$ cat config.mk
export PLATFORM = sky130hd
export DESIGN_NAME = crc_serial_flat
export DESIGN_NICKNAME = d
export VERILOG_FILES = /design/src/rtl/crc_serial_if.sv /design/src/rtl/crc_serial.sv /design/src/flat_wrapper.sv
export SDC_FILE = /design/constraint.sdc
export NUM_CORES = 1
export LEC_CHECK = 0
export BUFFER_PORTS_ARGS = -buffer_cell sky130_fd_sc_hd__clkbuf_2
export CORE_UTILIZATION = 35
export DETAILED_ROUTE_END_ITERATION = 16
export HOLD_SLACK_MARGIN = 0.08
export PLACE_DENSITY = 0.56
export SYNTH_ARGS = -nofsm -noshare
export SYNTH_HDL_FRONTEND = slang
export SYNTH_SLANG_ARGS = --single-unit
$ cat constraint.sdc
create_clock -name clk -period 2.6 [get_ports clk]
set_clock_uncertainty 0.05 [all_clocks]
set_input_delay 0.26 -clock clk [delete_from_list [all_inputs] [get_ports clk]]
set_output_delay 0.26 -clock clk [all_outputs]
set_load 0.01 [all_outputs]
$ cat src/rtl/crc_serial_if.sv
// Word-in / CRC-out bus for crc_serial. The source drives the master side and
// the CRC engine implements the slave side.
interface crc_serial_if #(
    parameter int WIDTH = 8,
    parameter int DW    = 8
);
    logic             clear;
    logic             din_valid;
    logic             din_ready;
    logic [DW-1:0]    din;
    logic             din_last;
    logic [WIDTH-1:0] crc_out;
    logic             crc_valid;
    logic             crc_ok;
    logic             busy;

    modport master (
        output clear, din_valid, din, din_last,
        input  din_ready, crc_out, crc_valid, crc_ok, busy
    );

    modport slave (
        input  clear, din_valid, din, din_last,
        output din_ready, crc_out, crc_valid, crc_ok, busy
    );
endinterface

$ cat src/rtl/crc_serial.sv
// Bit-serial CRC engine: takes one DW-bit word at a time and folds it into the
// CRC register one bit per clock, pulsing crc_valid after the frame's last word.
module crc_serial #(
    parameter int               WIDTH     = 8,
    parameter logic [WIDTH-1:0] POLY      = 8'h31,
    parameter logic [WIDTH-1:0] INIT      = '0,
    parameter int               DW        = 8,
    parameter int               LSB_FIRST = 1
) (
    input  logic         clk,
    input  logic         rst,
    crc_serial_if.slave  bus
);
    localparam int CW = (DW > 1) ? $clog2(DW) : 1;

    typedef enum logic [1:0] {IDLE, SHIFT, DONE} state_t;

    state_t           state;
    logic [WIDTH-1:0] crc;
    logic [WIDTH-1:0] crc_next;
    logic [DW-1:0]    sh;
    logic [CW-1:0]    cnt;
    logic             last;
    logic             in_frame;
    logic             crc_valid;
    logic             busy;
    logic             bit_in;
    logic             fb;

    assign bus.din_ready = (state == IDLE) && !bus.clear;
    assign bus.crc_out   = crc;
    assign bus.crc_ok    = (crc == '0);
    assign bus.crc_valid = crc_valid;
    assign bus.busy      = busy;

    always_comb begin
        bit_in   = (LSB_FIRST != 0) ? sh[0] : sh[DW-1];
        fb       = crc[WIDTH-1] ^ bit_in;
        crc_next = {crc[WIDTH-2:0], 1'b0} ^ (fb ? POLY : '0);
    end

    always_ff @(posedge clk) begin
        if (rst || bus.clear) begin
            // clear behaves like reset except it leaves the datapath shifter alone
            state     <= IDLE;
            crc       <= INIT;
            in_frame  <= 1'b0;
            crc_valid <= 1'b0;
            busy      <= 1'b0;
            cnt       <= '0;
            if (rst) begin
                sh   <= '0;
                last <= 1'b0;
            end
        end else begin
            crc_valid <= 1'b0;
            case (state)
                IDLE: begin
                    if (bus.din_valid) begin
                        sh       <= bus.din;
                        last     <= bus.din_last;
                        cnt      <= '0;
                        busy     <= 1'b1;
                        in_frame <= 1'b1;
                        state    <= SHIFT;
                        if (!in_frame)
                            crc <= INIT;
                    end
                end
                SHIFT: begin
                    crc <= crc_next;
                    sh  <= (LSB_FIRST != 0) ? (sh >> 1) : (sh << 1);
                    cnt <= cnt + 1'b1;
                    if (cnt == CW'(DW - 1)) begin
                        busy <= 1'b0;
                        if (last) begin
                            state     <= DONE;
                            crc_valid <= 1'b1;
                            in_frame  <= 1'b0;
                        end else begin
                            state <= IDLE;
                        end
                    end
                end
                DONE:    state <= IDLE;
                default: state <= IDLE;
            endcase
        end
    end
endmodule

$ cat src/flat_wrapper.sv
// flat-port wrapper written by rule: the top's interface ports become plain ports
module crc_serial_flat 
#(
    parameter int               WIDTH     = 8,
    parameter logic [WIDTH-1:0] POLY      = 8'h31,
    parameter logic [WIDTH-1:0] INIT      = '0,
    parameter int               DW        = 8,
    parameter int               LSB_FIRST = 1
)
  (clk, rst, bus_clear, bus_din_valid, bus_din, bus_din_last, bus_din_ready, bus_crc_out, bus_crc_valid, bus_crc_ok, bus_busy);
  crc_serial_if #(.WIDTH(WIDTH), .DW(DW)) bus_i ();
  input  logic clk;
  input  logic rst;
  input wire logic [$bits(bus_i.clear)-1:0] bus_clear;
  input wire logic [$bits(bus_i.din_valid)-1:0] bus_din_valid;
  input wire logic [$bits(bus_i.din)-1:0] bus_din;
  input wire logic [$bits(bus_i.din_last)-1:0] bus_din_last;
  output wire logic [$bits(bus_i.din_ready)-1:0] bus_din_ready;
  output wire logic [$bits(bus_i.crc_out)-1:0] bus_crc_out;
  output wire logic [$bits(bus_i.crc_valid)-1:0] bus_crc_valid;
  output wire logic [$bits(bus_i.crc_ok)-1:0] bus_crc_ok;
  output wire logic [$bits(bus_i.busy)-1:0] bus_busy;
  assign bus_i.clear = bus_clear;
  assign bus_i.din_valid = bus_din_valid;
  assign bus_i.din = bus_din;
  assign bus_i.din_last = bus_din_last;
  assign bus_din_ready = bus_i.din_ready;
  assign bus_crc_out = bus_i.crc_out;
  assign bus_crc_valid = bus_i.crc_valid;
  assign bus_crc_ok = bus_i.crc_ok;
  assign bus_busy = bus_i.busy;
  crc_serial #(.WIDTH(WIDTH), .POLY(POLY), .INIT(INIT), .DW(DW), .LSB_FIRST(LSB_FIRST)) u_core (.clk(clk), .rst(rst), .bus(bus_i));
endmodule
==> results of run 1 <==
## sequential cells by signal (all words and copies together), names as in the netlist
register / flops
u_core.bus.busy: 1
u_core.bus.crc_out: 8
u_core.bus.crc_valid: 1
u_core.cnt: 3
u_core.in_frame: 1
u_core.last: 1
u_core.sh: 8
u_core.state: 2
## kinds of logic after synthesis
logic type / Yosys count / share of synthesized area (%)
xor+xnor: 2 / 1.54
mux: 2 / 1.76
simple gates: 45 / 18.4
compound gates: 34 / 18.6
flops: 25 / 52.0
fa+ha+maj: 2 / 2.20
buf+inv: 11 / 5.40
## stage by stage
step	utilization [%]	hold WS (ns)
floorplan	-	0.397
global placement	41.5	0.425
detailed placement	41.5	0.427
CTS	42.4	0.179
global route	42.4	0.178
finish	42.4	0.184
## per-layer routing
metal	share of wire [%]	routed length [um]	vias up	GRT usage, %
met5	0	0	-	0
met4	0.77	17	0	6.12
met1	47	1040	422	17.9
li1	-	-	473	-
met2	50	1110	14	24.4
met3	2.6	57	2	1.98
## layout by cell type (no fill, tap or decap)
master | Yosys | layout
clkbuf_4 | 0 | 3
o21ai_0 | 4 | 4
nand2_1 | 23 | 23
xnor2_1 | 1 | 1
buf_4 | 3 | 1
nand3_1 | 2 | 2
a22oi_1 | 2 | 2
a31oi_1 | 3 | 3
ha_1 | 2 | 2
a32oi_1 | 6 | 6
nor3b_1 | 1 | 1
nand2b_1 | 2 | 2
o21bai_1 | 2 | 2
nor2_1 | 6 | 6
and3b_1 | 1 | 1
edfxtp_1 | 9 | 9
a21o_1 | 1 | 1
or3_1 | 1 | 1
a211oi_1 | 1 | 1
dfxtp_1 | 16 | 16
a21oi_1 | 15 | 15
mux2i_1 | 2 | 2
or4_1 | 2 | 2
xor2_1 | 1 | 1
inv_2 | 1 | 1
clkbuf_1 | 3 | 1
nor2b_1 | 2 | 2
and2_1 | 1 | 1
clkbuf_2 | 0 | 24
or2_1 | 1 | 1
nor3_1 | 3 | 3
inv_1 | 2 | 2
## power by group through the flow
stage	combinational, uW	clock, uW	sequential (uW)
2_1_floorplan	41.9	0	435
3_3_place_gp	58.7	0	436
3_5_place_dp	60.3	0	436
4_1_cts	60.2	177	427
5_1_grt	66.9	196	430
6_report	59.1	172	427
## cell type report
type | count | area [um2]
clock buffer | 4 | 26.3
fill | 339 | 1760
inverter | 3 | 11.3
multi-input combinational | 85 | 483
sequential | 25 | 591
tap | 44 | 55.1
timing repair buffer | 25 | 128
## worst max-delay path: cells and delay by family, from the launching register on
family,cells,cell delay [ns]
compound gates,2,0.92
flops,1,0.49
## worst paths after layout
| check | startpoint | to | slack, ns | cells after the start |
|---|---|---|---|---|
| max | u_core.state[1]$_SDFFE_PP0P_ | u_core.sh[0]$_SDFFCE_PP0P_ | 0.78 | 2 |
| min | bus_din_last | u_core.last$_SDFFCE_PP0P_ | 0.18 | 3 |
| max reg2reg | u_core.state[1]$_SDFFE_PP0P_ | u_core.sh[0]$_SDFFCE_PP0P_ | 0.78 | 2 |
| min reg2reg | u_core.in_frame$_SDFFE_PP0P_ | u_core.in_frame$_SDFFE_PP0P_ | 0.44 | 2 |
==> results.sh, run 1 <==
export IMPL_io_pins=25
export IMPL_cts_hold_buf=0
export IMPL_cts_tree="yes"
export IMPL_route_detailed_drc=0
export IMPL_syn_nets=136
export IMPL_vias=911
export IMPL_yosysSeqAreaShare_pct=52.0
export IMPL_synthFlopType="dfxtp_1"
export IMPL_finalCritPeriodShare_pct=69.9
export IMPL_numPlacedInstances=182
export IMPL_coreArea_um2=3050
export IMPL_synth_area_leaders="dfxtp_1 (28%), edfxtp_1 (24%), nand2_1 (7.6%)"
export IMPL_timing_fmax_mhz=551
export IMPL_routed_wl_mm=2.22
export IMPL_synth_top_area_share_pct=28.2
export IMPL_swShare_pct=23.6
export IMPL_finalHoldViolations=0
export IMPL_synth_top_area_cell="dfxtp_1"
export IMPL_final_area_um2=1290
export IMPL_cap_violations=0
export IMPL_tightest_slew_ns=0.839
export IMPL_dp_slack_ns=0.768
export IMPL_grt_util_all_layers_pct=14.2
export IMPL_die_w_um=58.9
export IMPL_syn_inst=121
export IMPL_cts_made_buffers=3
export IMPL_critPathLaunchType="flop"
export IMPL_dp_hpwl_mm=1.57
export IMPL_grt_pass1_wl_mm=3.80
export IMPL_path_cells="o21bai_1 > o21bai_1"
export IMPL_post_cts_resized=0
export IMPL_combPwrFrac_pct=9.0
export IMPL_drive_gt1_share_pct=20.4
export IMPL_p_switching_uw=155
export IMPL_setup_violations_final=0
export IMPL_yosysWarnings=0
export IMPL_ys_types=32
export IMPL_slew_limit_headroom_pct=44.0
export IMPL_diodes=0
export IMPL_drt_vias_per_instance=4.90
export IMPL_dr_first_iter_drc_count=43
export IMPL_fin_nets=158
export IMPL_area_growth_pct=14.0
export IMPL_ys_ff_latch=25
export IMPL_cpPeakStageDelay_ns=0.62
export IMPL_crit_required_ns=2.51
export IMPL_ctsRootBufferMaster="clkbuf_4"
export IMPL_power_uw=658
export IMPL_start_util_pct=37.2
export IMPL_ant_nets=0
export IMPL_async_flop_share_pct=0
export IMPL_routedWlPerCell_um=11.9
export IMPL_crit_type="reg2reg"
export IMPL_synth_most_common_cell="nand2_1"
export IMPL_power_density_nw_per_um2=509
export IMPL_cp_common_cell="o21bai_1"
export IMPL_globalRoute_totalOverflow=0
export IMPL_hp_class="in2reg"
export IMPL_fin_cells=186
export IMPL_seqPwrFrac_pct=64.9
export IMPL_die_area_um2=3470
export IMPL_synthTopCellsByCount="nand2_1 (23), dfxtp_1 (16), a21oi_1 (15)"
export IMPL_die_h_um=58.9
export IMPL_place_gp_congestion=0.715
export IMPL_rsz0062_at_grt="no"
export IMPL_endpoint_kind="flop"
export IMPL_worst_slack_ns=0.783
export IMPL_clock_latency_ns=0.31
export IMPL_leakagePower_uw=0.000520
export IMPL_row_count=20
export IMPL_status="finished clean"
export IMPL_slew_violations=0
export IMPL_clk_pin_slew_worst_paths_ns=0.13
export IMPL_syn_avg_cell_area_um2=9.38
export IMPL_cpMaxStageDelayCell="o21bai_1"
export IMPL_io_buffers=24
export IMPL_critPathArrivalTime_ns=1.72
export IMPL_place_area_um2=1270
export IMPL_antenna_found_initial=0
export IMPL_syn_area_um2=1130
export IMPL_grt_max_degree=26
export IMPL_p_clk_share_pct=26.1
export IMPL_internal_power_uw=503
export IMPL_worstPathMaxFanout=17
export IMPL_synth_edff_count=9
export IMPL_firstDrtPassIters=4
export IMPL_period_needed_ns=1.82
export IMPL_cts_sinks=25
export IMPL_htreeDepth=1
export IMPL_grt_pass1_vias=842
export IMPL_cts_path_max_buffers=2
export IMPL_vdd_drop_max_uv=225
export IMPL_fin_setup_tns_ns=0
export IMPL_cts_setup_buffers=0
Power figures use the tool's default switching activity.
==> run 2, diff against run 1 <==
--- a/config.mk
+++ b/config.mk
@@ -9,7 +9,7 @@
 export CORE_UTILIZATION = 35
 export DETAILED_ROUTE_END_ITERATION = 16
 export HOLD_SLACK_MARGIN = 0.08
-export PLACE_DENSITY = 0.56
+export PLACE_DENSITY = 0.58
 export SYNTH_ARGS = -nofsm -noshare
 export SYNTH_HDL_FRONTEND = slang
 export SYNTH_SLANG_ARGS = --single-unit
==> constraint.sdc (replaced) <==
create_clock -name clk -period 1.65 [get_ports clk]
set_clock_uncertainty 0.05 [all_clocks]
set_input_delay 0.165 -clock clk [delete_from_list [all_inputs] [get_ports clk]]
set_output_delay 0.165 -clock clk [all_outputs]
set_load 0.01 [all_outputs]
==> results.sh, run 2 (synthesis gave the netlist of run 1 again) <==
export IMPL_status="finished clean"
export IMPL_globalRoute_totalOverflow=0
export IMPL_firstDrtPassIters=4
export IMPL_routedWlPerCell_um=12.5
export IMPL_slew_violations=0
export IMPL_htreeDepth=1
export IMPL_layout_common_cells="nand2_1 (23), clkbuf_2 (23), a21oi_1 (15)"
export IMPL_regToRegSetupSlack_ns=0.16
export IMPL_die_area_um2=3470
export IMPL_fillers=315
export IMPL_finalCritPeriodShare_pct=98.2
export IMPL_endpoint_kind="primary output"
export IMPL_period_needed_ns=1.62
export IMPL_grt_max_degree=18
export IMPL_grt_util_all_layers_pct=15.6
export IMPL_antenna_found_initial=0
export IMPL_fin_setup_tns_ns=0
export IMPL_ctsRootBufferMaster="clkbuf_4"
export IMPL_finalHoldViolations=0
export IMPL_ant_nets=0
export IMPL_hp_class="in2reg"
export IMPL_vias=1001
export IMPL_crit_path_end="bus_crc_ok"
export IMPL_slew_limit_headroom_pct=54.2
export IMPL_multi_input_area_um2=502
export IMPL_cap_violations=0
export IMPL_die_h_um=58.9
export IMPL_cts_path_max_buffers=2
export IMPL_post_route_util_pct=46.4
export IMPL_vdd_drop_max_uv=350
export IMPL_routed_wl_mm=2.47
export IMPL_seq_area_um2=601
export IMPL_cts_tree="yes"
export IMPL_area_growth_pct=24.7
export IMPL_clock_latency_ns=0.31
export IMPL_timing_fmax_mhz=617
export IMPL_cts_made_buffers=3
export IMPL_io_pins=25
export IMPL_dp_hpwl_mm=1.72
export IMPL_dr_first_iter_drc_count=23
export IMPL_grt_pass1_wl_mm=4.08
export IMPL_leakagePower_uw=0.000582
export IMPL_worstPathMaxFanout=2
export IMPL_io_buffers=24
export IMPL_row_count=20
export IMPL_fin_nets=170
export IMPL_place_gp_congestion=0.695
export IMPL_clk_pin_slew_worst_paths_ns=0.13
export IMPL_drt_vias_per_instance=5.06
export IMPL_die_w_um=58.9
export IMPL_worstReg2RegStart="u_core.state[0]$_SDFFE_PP0P_"
export IMPL_grt_pass1_vias=924
export IMPL_power_uw=1050
export IMPL_crit_type="reg2out"
export IMPL_coreArea_um2=3050
export IMPL_crit_required_ns=1.43
export IMPL_r2r_end="u_core.sh[4]$_SDFFCE_PP0P_"
export IMPL_setup_violations_final=0
export IMPL_reg2reg_depth=3
export IMPL_critPathLaunchType="flop"
export IMPL_cts_sinks=25
export IMPL_rsz0062_at_grt="yes"
export IMPL_drive_gt1_share_pct=32.5
export IMPL_power_density_nw_per_um2=741
export IMPL_critPathArrivalTime_ns=1.41
export IMPL_crit_start="u_core.bus.crc_out[2]$_SDFFE_PP0P_"
export IMPL_diodes=0
export IMPL_whs_path_depth=3
export IMPL_start_util_pct=37.2
export IMPL_route_detailed_drc=0
export IMPL_tightest_slew_ns=0.684
-- run 2: cell types whose count changed in the layout (fill, tap and decap cells not counted), moves of 2 or more --
cell     before  now
or4_4         0    2
or4_1         2    0
dfxtp_1      16   12
dfxtp_2       0    2
buf_4         1   12
dfxtp_4       0    2
-- run 2: cell type report --
class                   count  share of cell area, %
well taps                  44                   3.89
inverters                   3                  0.796
multi-input cells          85                   35.5
clock buffers               4                   1.86
repair buffers             37                   15.6
flip-flops and latches     25                   42.4
-- run 2: how the worst min path moves through the flow --
| stage | start | endpoint |
|---|---|---|
| floorplan | rst | u_core.last$_SDFFCE_PP0P_ |
| global placement | bus_din_last | u_core.last$_SDFFCE_PP0P_ |
| detailed placement | bus_din[7] | u_core.sh[7]$_SDFFCE_PN0P_ |
| CTS | bus_din[7] | u_core.sh[7]$_SDFFCE_PN0P_ |
| global route | rst | u_core.last$_SDFFCE_PP0P_ |
| finish | bus_din_last | u_core.last$_SDFFCE_PP0P_ |
-- run 2: critical path, cell delays in order, from the launching register on --
cell	delay (ns)
dfxtp_2	0.35
or4_4	0.53
nor2_2	0.10
buf_2	0.12
-- run 2: metrics by stage --
step / worst slack (ns) / hold WS [ns] / cell area (um2) / cells
finish: 0.0292 / 0.0947 / 1420 / 198
global route: -0.0309 / 0.0999 / 1420 / 198
CTS: 0.00158 / 0.0828 / 1390 / 197
detailed placement: -0.148 / 0.423 / 1320 / 189
global placement: -0.0373 / 0.412 / 1320 / 189
floorplan: 0.208 / 0.302 / 1130 / 121
-- run 2: per-layer routing --
| metal | vias up | track usage [%] | part of all wire (%) |
|---|---|---|---|
| li1 | 500 | - | - |
| met1 | 472 | 18.7 | 47 |
| met2 | 27 | 28.2 | 49 |
| met3 | 2 | 1.98 | 3.0 |
| met4 | 0 | 6.12 | 0.61 |
| met5 | - | 0 | 0 |
-- run 2: power breakdown --
part	switching (uW)	total [uW]	internal, uW
Sequential	9.67	669	659
Combinational	62.6	108	45.3
Clock	177	271	94.4
-- run 2: repair_timing --
action,4_1_cts,5_1_grt
hold endpoints to repair,0,1
hold buffers,0,1
cloned,0,0
setup endpoints to repair,18,10
pin swaps,1,1
resized for setup,7,6
setup buffers,4,0
==> run 3, diff against run 2 <==
--- a/config.mk
+++ b/config.mk
@@ -9,7 +9,7 @@
 export CORE_UTILIZATION = 35
 export DETAILED_ROUTE_END_ITERATION = 16
 export HOLD_SLACK_MARGIN = 0.08
-export PLACE_DENSITY = 0.58
+export PLACE_DENSITY = 0.56
 export SYNTH_ARGS = -nofsm -noshare
 export SYNTH_HDL_FRONTEND = slang
 export SYNTH_SLANG_ARGS = --single-unit
==> constraint.sdc (replaced) <==
create_clock -name clk -period 2.1 [get_ports clk]
set_clock_uncertainty 0.05 [all_clocks]
set_input_delay 0.21 -clock clk [delete_from_list [all_inputs] [get_ports clk]]
set_output_delay 0.21 -clock clk [all_outputs]
set_load 0.01 [all_outputs]
==> results.sh, run 3 (synthesis gave the netlist of run 1 again) <==
export IMPL_status="finished clean"
export IMPL_cpMaxStageDelayCell="or4_1"
export IMPL_cpLargestDelayFamily="simple AND/OR/NAND/NOR gates"
export IMPL_route_top_layer_used="met4"
export IMPL_path_cells="or4_1 > nor2_1 > clkbuf_2"
export IMPL_grt_pass1_vias=829
export IMPL_route_detailed_drc=0
export IMPL_finalHoldViolations=0
export IMPL_timing_fmax_mhz=572
export IMPL_routed_wl_mm=2.26
export IMPL_cts_setup_buffers=0
export IMPL_post_cts_resized=0
export IMPL_cts_made_buffers=3
export IMPL_cts_path_max_buffers=2
export IMPL_fin_nets=160
export IMPL_htreeDepth=1
export IMPL_tightest_slew_ns=0.853
export IMPL_vias=932
export IMPL_slew_violations=0
export IMPL_clock_latency_ns=0.33
export IMPL_cp_depth=3
export IMPL_diodes=0
export IMPL_cpPeakStageDelay_ns=0.52
export IMPL_wl_met1_mm=1.05
export IMPL_whs_path_depth=3
export IMPL_io_pins=25
export IMPL_coreArea_um2=3050
export IMPL_row_count=20
export IMPL_antenna_found_initial=0
export IMPL_fin_setup_tns_ns=0
export IMPL_cap_violations=0
export IMPL_cts_sinks=25
export IMPL_ant_nets=0
export IMPL_start_util_pct=37.2
export IMPL_wl_met3_um=82
export IMPL_io_buffers=24
export IMPL_die_h_um=58.9
export IMPL_rsz0062_at_grt="no"
export IMPL_clk_pin_slew_worst_paths_ns=0.15
export IMPL_setup_violations_final=0
export IMPL_critPathArrivalTime_ns=1.49
export IMPL_finalCritPeriodShare_pct=83.2
export IMPL_drt_vias_per_instance=4.96
export IMPL_leakagePower_uw=0.000533
export IMPL_layout_common_cells="clkbuf_2 (24), nand2_1 (23), dfxtp_1 (16)"
export IMPL_die_area_um2=3470
export IMPL_place_gp_congestion=0.683
export IMPL_endpoint_kind="primary output"
export IMPL_grt_util_all_layers_pct=14.3
export IMPL_critPathLaunchType="flop"
export IMPL_globalRoute_totalOverflow=0
export IMPL_slew_limit_headroom_pct=43.2
export IMPL_reg2reg_depth=2
export IMPL_wl_met2_mm=1.12
export IMPL_dp_hpwl_mm=1.61
export IMPL_ctsRootBufferMaster="clkbuf_4"
export IMPL_crit_required_ns=1.84
export IMPL_vdd_drop_max_uv=403
export IMPL_period_needed_ns=1.75
export IMPL_crit_buf_inv=1
export IMPL_dr_first_iter_drc_count=37
export IMPL_power_uw=821
export IMPL_power_density_nw_per_um2=626
export IMPL_crit_type="reg2out"
export IMPL_worstPathMaxFanout=6
export IMPL_routedWlPerCell_um=12.0
export IMPL_cts_tree="yes"
export IMPL_final_common_cell="clkbuf_2"
export IMPL_area_growth_pct=15.4
export IMPL_cts_hold_buf=0
export IMPL_drive_gt1_share_pct=22.2
export IMPL_hp_class="in2reg"
export IMPL_grt_pass1_wl_mm=3.69
export IMPL_die_w_um=58.9
export IMPL_firstDrtPassIters=4
export IMPL_grt_max_degree=26
[run 3: worst paths after layout]
path | startpoint | endpoint | slack [ns]
min | bus_din[7] | u_core.sh[7]$_SDFFCE_PN0P_ | 0.13
min reg2reg | u_core.in_frame$_SDFFE_PP0P_ | u_core.in_frame$_SDFFE_PP0P_ | 0.45
max | u_core.bus.crc_out[7]$_SDFFE_PP0P_ | bus_crc_ok | 0.35
max reg2reg | u_core.state[0]$_SDFFE_PP0P_ | u_core.sh[3]$_SDFFCE_PP0P_ | 0.40
[run 3: worst reg2reg max path, cell delays in order (launching register included)]
cell and delay (ns):
dfxtp_1 0.48, o21bai_1 0.19, o21bai_1 0.61
[run 3: metrics by stage]
stage	instances	instance area (um2)	hold slack, ns	setup WS (ns)	utilization, %
3_3_place_gp	184	1280	0.425	0.456	42.0
5_1_grt	188	1310	0.135	0.248	42.9
6_report	188	1310	0.132	0.353	42.9
2_1_floorplan	121	1130	0.347	0.658	-
3_5_place_dp	184	1280	0.435	0.394	42.0
4_1_cts	188	1310	0.123	0.338	42.9
[run 3: layout make-up]
| type | instances | area [um2] |
|---|---|---|
| well taps | 44 | 55.1 |
| repair buffers | 27 | 143 |
| flip-flops and latches | 25 | 591 |
| inverters | 3 | 11.3 |
| fillers | 336 | 1740 |
| multi-input cells | 85 | 483 |
| clock inverters | 1 | 5.00 |
| clock buffers | 3 | 22.5 |
[run 3: layer usage]
layer,track usage [%],vias up
met5,0,-
met4,3.06,0
met3,4.62,2
met2,24.5,17
met1,17.5,437
li1,-,476
[run 3: power breakdown]
group          switching, uW  internal [uW]
clock                    146           71.4
combinational           45.6           28.8
sequential              8.35            521
